File: src/rtl/gamepad_multi.sv
// Parallel Sega 3/6-button pad reader: one scan per v_sync frame, per-pad presence
// and type detection, frame debounce and one-cycle press/release event pulses.
module gamepad_multi #(
  parameter int NUM_PADS           = 2,
  parameter int SIX_BUTTON         = 1,
  parameter int SELECT_HALF_CYCLES = 500,
  parameter int DEBOUNCE_FRAMES    = 2
) (
  input  logic                   Clock50,
  input  logic                   Reset,
  input  logic                   v_sync,
  input  logic [NUM_PADS-1:0]    Pino1,
  input  logic [NUM_PADS-1:0]    Pino2,
  input  logic [NUM_PADS-1:0]    Pino3,
  input  logic [NUM_PADS-1:0]    Pino4,
  input  logic [NUM_PADS-1:0]    Pino6,
  input  logic [NUM_PADS-1:0]    Pino9,
  output logic                   Select,
  output logic [12*NUM_PADS-1:0] Saidas,
  output logic [12*NUM_PADS-1:0] Pressed,
  output logic [12*NUM_PADS-1:0] Released,
  output logic                   Valid,
  output logic [NUM_PADS-1:0]    Present,
  output logic [NUM_PADS-1:0]    SixBtn,
  output logic                   Busy
);

  localparam int             CW         = (SELECT_HALF_CYCLES > 1) ? $clog2(SELECT_HALF_CYCLES) : 1;
  localparam logic [CW-1:0]  CNT_LAST   = CW'(SELECT_HALF_CYCLES - 1);
  localparam logic [2:0]     LAST_PHASE = (SIX_BUTTON != 0) ? 3'd7 : 3'd1;
  localparam logic [2:0]     DB_MAX     = 3'(DEBOUNCE_FRAMES);
  localparam logic           SIX_EN     = (SIX_BUTTON != 0);

  typedef enum logic [1:0] {
    IDLE,
    SCAN,
    COMMIT
  } state_t;

  state_t state, state_next;

  // Index 0..5 = Pino1, Pino2, Pino3, Pino4, Pino6, Pino9
  logic [5:0][NUM_PADS-1:0] pin_raw, pin_meta, pin_sync;
  logic                     vs_meta, vs_sync, vs_prev, vs_rise;

  logic [CW-1:0] cnt;
  logic [2:0]    phase;
  logic          phase_end;

  logic [NUM_PADS-1:0][11:0] cand_raw, cand, cand_prev;
  logic [NUM_PADS-1:0]       pres_scan, six_scan;
  logic [NUM_PADS-1:0][2:0]  stable_cnt, stable_next;

  assign pin_raw = {Pino9, Pino6, Pino4, Pino3, Pino2, Pino1};

  always_ff @(posedge Clock50 or posedge Reset) begin
    if (Reset) begin
      pin_meta <= '1;
      pin_sync <= '1;
      vs_meta  <= 1'b0;
      vs_sync  <= 1'b0;
      vs_prev  <= 1'b0;
    end else begin
      pin_meta <= pin_raw;
      pin_sync <= pin_meta;
      vs_meta  <= v_sync;
      vs_sync  <= vs_meta;
      vs_prev  <= vs_sync;
    end
  end

  assign vs_rise   = vs_sync & ~vs_prev;
  assign phase_end = (state == SCAN) && (cnt == CNT_LAST);

  always_ff @(posedge Clock50 or posedge Reset) begin
    if (Reset) state <= IDLE;
    else       state <= state_next;
  end

  // Edges seen outside IDLE are simply ignored, so nothing is queued
  always_comb begin
    state_next = state;
    case (state)
      IDLE:    if (vs_rise) state_next = SCAN;
      SCAN:    if (phase_end && (phase == LAST_PHASE)) state_next = COMMIT;
      COMMIT:  state_next = IDLE;
      default: state_next = IDLE;
    endcase
  end

  always_comb begin
    Select = 1'b1;
    Busy   = 1'b0;
    case (state)
      SCAN: begin
        Select = ~phase[0];
        Busy   = 1'b1;
      end
      COMMIT: begin
        Select = 1'b0;
        Busy   = 1'b1;
      end
      default: ;
    endcase
  end

  always_ff @(posedge Clock50 or posedge Reset) begin
    if (Reset) begin
      cnt   <= '0;
      phase <= 3'd0;
    end else if (state != SCAN) begin
      cnt   <= '0;
      phase <= 3'd0;
    end else if (phase_end) begin
      cnt   <= '0;
      phase <= phase + 3'd1;
    end else begin
      cnt   <= cnt + 1'b1;
    end
  end

  // Presence and type flags are cleared at scan start because p5 never runs in 3-button mode
  always_ff @(posedge Clock50 or posedge Reset) begin
    if (Reset) begin
      cand_raw  <= '0;
      pres_scan <= '0;
      six_scan  <= '0;
    end else if ((state == IDLE) && vs_rise) begin
      pres_scan <= '0;
      six_scan  <= '0;
    end else if (phase_end) begin
      for (int k = 0; k < NUM_PADS; k++) begin
        case (phase)
          3'd0: begin
            cand_raw[k][0] <= ~pin_sync[0][k];
            cand_raw[k][1] <= ~pin_sync[1][k];
            cand_raw[k][2] <= ~pin_sync[2][k];
            cand_raw[k][3] <= ~pin_sync[3][k];
            cand_raw[k][5] <= ~pin_sync[4][k];
            cand_raw[k][6] <= ~pin_sync[5][k];
          end
          3'd1: begin
            cand_raw[k][4] <= ~pin_sync[4][k];
            cand_raw[k][7] <= ~pin_sync[5][k];
            pres_scan[k]   <= ~pin_sync[2][k] & ~pin_sync[3][k];
          end
          3'd5: begin
            six_scan[k] <= SIX_EN &
                           ~(pin_sync[0][k] | pin_sync[1][k] | pin_sync[2][k] | pin_sync[3][k]);
          end
          3'd6: begin
            cand_raw[k][10] <= ~pin_sync[0][k];
            cand_raw[k][9]  <= ~pin_sync[1][k];
            cand_raw[k][8]  <= ~pin_sync[2][k];
            cand_raw[k][11] <= ~pin_sync[3][k];
          end
          default: ;
        endcase
      end
    end
  end

  always_comb begin
    cand        = '0;
    stable_next = '0;
    for (int k = 0; k < NUM_PADS; k++) begin
      if (pres_scan[k])
        cand[k] = six_scan[k] ? cand_raw[k] : {4'b0000, cand_raw[k][7:0]};
      if (cand[k] != cand_prev[k])
        stable_next[k] = 3'd1;
      else if (stable_cnt[k] >= DB_MAX)
        stable_next[k] = DB_MAX;
      else
        stable_next[k] = stable_cnt[k] + 3'd1;
    end
  end

  // All visible state moves on the COMMIT->IDLE edge; pulses self-clear a cycle later
  always_ff @(posedge Clock50 or posedge Reset) begin
    if (Reset) begin
      cand_prev  <= '0;
      stable_cnt <= '0;
      Saidas     <= '0;
      Pressed    <= '0;
      Released   <= '0;
      Valid      <= 1'b0;
      Present    <= '0;
      SixBtn     <= '0;
    end else begin
      Pressed  <= '0;
      Released <= '0;
      Valid    <= 1'b0;
      if (state == COMMIT) begin
        Valid   <= 1'b1;
        Present <= pres_scan;
        SixBtn  <= six_scan;
        for (int k = 0; k < NUM_PADS; k++) begin
          cand_prev[k]  <= cand[k];
          stable_cnt[k] <= stable_next[k];
          if (stable_next[k] == DB_MAX) begin
            Saidas[12*k +: 12]   <= cand[k];
            Pressed[12*k +: 12]  <= cand[k] & ~Saidas[12*k +: 12];
            Released[12*k +: 12] <= Saidas[12*k +: 12] & ~cand[k];
          end
        end
      end
    end
  end

endmodule

File: config.mk
export PLATFORM = sky130hd
export DESIGN_NAME = gamepad_multi
export DESIGN_NICKNAME = d
export VERILOG_FILES = /design/src/rtl/gamepad_multi.sv
export SDC_FILE = /design/constraint.sdc
export NUM_CORES = 1
export LEC_CHECK = 0
export ABC_CLOCK_PERIOD_IN_PS = 7500
export BUFFER_PORTS_ARGS = -buffer_cell sky130_fd_sc_hd__buf_2
export CAP_MARGIN = 10
export CORE_UTILIZATION = 50
export DETAILED_ROUTE_END_ITERATION = 6
export PLACE_DENSITY = 0.81
export SLEW_MARGIN = 20
export SYNTH_ARGS = -nofsm -noshare
export SYNTH_HDL_FRONTEND = slang
export SYNTH_SLANG_ARGS = --single-unit
File: constraint.sdc
create_clock -name Clock50 -period 7.5 [get_ports Clock50]
set_input_delay 0.75 -clock Clock50 [delete_from_list [all_inputs] [get_ports Clock50]]
set_output_delay 0.75 -clock Clock50 [all_outputs]
set_load 0.05 [all_outputs]
# --- After elaboration in Yosys (flattened, before gate mapping) ---
# Cells that the tools add are included.
# Widths: inputs -> output; s select.
classes:
  bitwise: 34
  n_mux: 32
  n_addsub: 4
  n_eq_ne: 14
  reduce_logical: 18
  n_lt_le_gt_ge: 2
op_table:
  columns: ["cell", "n"]
  rows:
  - ["$mux 12", 8]
  - ["$and 12x12->12", 4]
  - ["$mux 24", 2]
  - ["$not 12->12", 4]
  - ["$ne 12x12->1", 2]
  - ["$mux 3", 6]
  - ["$mux 9", 2]
  - ["$not 1->1", 17]
  - ["$mux 2", 6]
  - ["$reduce_and 2->1", 5]
  - ["$add 3x1->3 const B", 3]
  - ["$add 9x1->9 const B", 1]
  - ["$eq 3x3->1 const B", 3]
  - ["$eq 9x9->1 const B", 1]
  - ["$reduce_and 3->1", 3]
  - ["$reduce_bool 2->1", 4]
  - ["$eq 3x2->1 const B", 2]
  - ["$ge 3x2->1 const B", 2]
  - ["$mux 1", 6]
  - ["$or 1x1->1", 6]
  - ["$ne 2x1->1 const B", 2]
  - ["$pmux 2 s2", 1]
  - ["$and 1x1->1", 3]
  - ["$eq 3x1->1 const B", 1]
  - ["other kinds (8)", 10]
word_totals:
  register_bits: 176
  elab_cells: 141
  inputBits: 15
  out_inout_bits: 79

# --- Depth between registers and ports, before layout ---
logic_depth:
  depth_word: 7
  mapped_depth: 8
  ltp_nobuf: 6

# --- Worst setup path before layout ---
# No wires, ideal clock.
synth_timing:
  kind: "register to output"
  from: "register state[1]"
  to: "output port Select"
  slack_ps: 4863
  stages_incl_launch_ff: 5
  t_arrival_ps: 1887
  n_path_buf: 0
  required_time_ps: 6750
  cell_sequence: "dfrtp_1 -> inv_1 -> ha_1 -> inv_1 -> o21ai_0"
synth_between:
  elab_chain_len: 2
  elab_cells_between_ends: 3
  cone_classes: "eq/ne (2); mux (1)"
synth_lines:
  columns: ["item", "line", "text"]
  rows:
  - ["start, declared", "40", "state_t state, state_next;"]
  - ["start signal, assigned", "77", "else state <= state_next;"]
  - ["$eq 2x2->1 or $eq 2x1->1 (tied branches)", "94", "case (state)"]
  - ["$pmux 1 s2 (*)", "94", null]
  - ["end, declared", "18", "output logic Select,"]
# Every way passes the cells marked *; elsewhere a longest branch is shown, timed or not.

# --- Worst setup path in the final report ---
layout_timing:
  from: "register state[0]"
  to: "register Saidas[14]"
layout_between:
  elab_chain_len: 2
layout_lines:
  columns: ["item", "line", "text"]
  rows:
  - ["$eq 2x2->1", "193", "if (state == COMMIT) begin"]
  - ["$reduce_and 2->1 (no line)", null, null]
  - ["end signal, assigned by index", "201", "Saidas[12*k +: 12] <= cand[k];"]
  - ["end, declared", "19", "output logic [12*NUM_PADS-1:0] Saidas,"]
# Every way passes these cells.
# A chain may end at the register's enable or synchronous reset.

==> results_dict.tcl <==
set metrics [dict create \
    dieArea_um2 14900 \
    rsz0062_at_grt "no" \
    port_buffers 93 \
    clockBufferDepth 2 \
    finalPower_mw 1.90 \
    synth-edff-count 0 \
    async_reset_ff_share_pct 100 \
    startpoint_type "flip-flop" \
    final_cell_mix "152 x dfrtp_1, 93 x buf_2, 61 x nor2_1" \
    num-fill-cells 1081 \
    max_freq_ghz 0.259 \
    start_util_pct 51.6 \
    cp.arrival_ps 4200 \
    power.density_nw_per_um2 226 \
    place_inst 867 \
    required_ps 7840 \
    clkTransAtPathRegs_ps 60 \
    p_int_mw 1.48 \
    relSlewSlack_pct 33.4 \
    setup_tns_ps 0 \
    min_period_over_period_pct 51.5 \
    ys_ff_latch 176 \
    irDropWorstVdd_mv 0.158 \
    yosysTopAreaCell "dfrtp_1" \
    cp-end-kind "flip-flop" \
    diodes 0 \
    syn_area_um2 7220 \
    ios 94 \
    final_cells 899 \
    cap_violations 0 \
    synth_top_area_share_pct 52.7 \
    final_common_cell "dfrtp_1" \
    hold_class "reg2reg" \
    clock_sinks 176 \
    pwr-share-comb_pct 4.5 \
    core_um2 14000 \
    grt_pass1_wl_um 23600 \
    areaGrowthSynthToFinish_pct 16.3 \
    num_vias 4893 \
    drc_errors 0 \
    ys_warn_count 0 \
    synth.distinct_cells 59 \
    layout.nets 733 \
    clk_latency_ps 430 \
    finish.utilization_pct 60.0 \
    critPathKind "reg2reg" \
    synth_flop_cell "dfrtp_1" \
    synthCells 615 \
    grt_overflow 0 \
    drt-total-wl_um 14200 \
    ctsHoldBuffers 0 \
    grt_max_degree 97 \
    drtIter0Drc 450 \
    p_leak_nw 4.11 \
    cts_tree "done" \
    wl_per_cell_um 15.8 \
    gp_congestion 0.789 \
    power_switching_mw 0.419 \
    netSwitchingFraction_pct 22.1 \
    multi_input_area_um2 2540 \
    first_global_vias 4922 \
    fin_worst_skew_ps 7.15 \
    period_minus_slack_ps 3860 \
    first_pass_iters 5 \
    pwr-share-seq_pct 51.7 \
    drv_slew 0 \
    crit_fanout 39 \
    cts_setup_buffers 0 \
    syn_area_per_cell_um2 11.7 \
    synthTopCellsByArea "dfrtp_1 53%, dfstp_2 8.7%, mux2i_1 3.2%, nor2_1 3.2%, mux2_2 3.1%" \
    grt_use_total_pct 20.7 \
    setup_viol 0 \
    ant_nets 0 \
    hold_violations 0 \
    seq_area_frac_synth_pct 61.4 \
    clock-root-buffer "clkbuf_16" \
    drive_gt1_share_pct 26.7 \
    worstMarginPinSlew_ps 997 \
    syn_nets 642 \
    htreeDepth 4 \
    die_w_um 122 \
    die_h_um 122 \
    post-dp-hpwl_um 9630 \
    p_clk_share_pct 43.8 \
    seqCellArea_um2 4430 \
    ctsResizeCount 0 \
    antenna_found_initial 0 \
    rows 43 \
    holdWs_ps 355 \
    vias_per_cell 5.44 \
    status "completed" \
    cts_buffers 17 \
]
-- metal layers --
metal	track usage (%)	part of all wire, %	wire length (um)	vias up
li1	-	-	-	2298
met5	0	0	0	-
met3	5.20	4.5	634	23
met1	25.8	42	5900	2458
met4	9.15	1.8	262	0
met2	34.3	52	7420	114
-- metrics by stage --
stage	worst slack [ps]	cell area [um2]
3_3_place_gp	3840	7830
6_report	3640	8390
3_5_place_dp	3630	7830
5_1_grt	3240	8390
2_1_floorplan	2020	7220
4_1_cts	3610	8380
-- area by class of cell --
class | count | share of cell area [%]
clock buffers | 27 | 5.99
clock inverters | 5 | 0.656
inverters | 34 | 1.58
multi-input cells | 380 | 30.3
flip-flops and latches | 176 | 52.8
well taps | 180 | 2.68
repair buffers | 97 | 5.95
-- Yosys cell counts (all sizes together) (3+ instances only) --
cell type / count
dfrtp: 152
nor2: 61
nand2: 57
and3: 34
inv: 34
a21oi: 27
o21ai: 27
dfstp: 24
nor3b: 24
mux2i: 23
mux2: 20
clkbuf: 15
ha: 12
buf: 10
nand4: 9
xnor2: 9
xor2: 8
nand3: 6
nor4: 5
nand4b: 4
nor3: 4
or3: 4
a32oi: 3
and2: 3
nor2b: 3
-- critical path, cell delays in order (launching register included) --
cell      delay [ps]
dfrtp_1          390
inv_1             90
ha_1             750
inv_1            730
a221oi_1         420
nor4b_4          800
buf_4            360
mux2i_1          220
-- final timing paths --
check	from	endpoint	slack [ps]	depth (start not counted)
worst max register to register	state[0]	Saidas[14]	3640	7
max in group asynchronous	Reset	cand_raw[18]	5840	3
worst min register to register	pin_meta[1]	pin_sync[1]	350	0
min in group asynchronous	Reset	Present[1]	480	2
worst min-delay path	pin_meta[1]	pin_sync[1]	350	0
worst max-delay path	state[0]	Saidas[14]	3640	7
-- power groups by stage --
stage	sequential, mW	clock (mW)	combinational, mW
global placement	0.997	0	0.0822
floorplan	0.994	0	0.0621
global route	0.983	0.887	0.0956
CTS	0.981	0.845	0.0855
detailed placement	0.998	0	0.0849
finish	0.982	0.833	0.0848
-- flip-flops by register name, indices dropped and copies added (netlist names), 3 cells and up --
signal and flops:
cnt 9, stable_cnt 6, Released 24, cand_prev 24, cand_raw 24, pin_sync 12
Saidas 24, phase 3, pin_meta 12, Pressed 24
-- logic make-up after synthesis --
| family | share of synthesized area (%) |
|---|---|
| simple gates | 17.8 |
| flops | 61.4 |
| compound gates | 6.78 |
| buf+inv | 3.48 |
| mux | 6.31 |
| xor+xnor | 2.06 |
| fa+ha+maj | 2.08 |
Power figures use the tool's default switching activity.
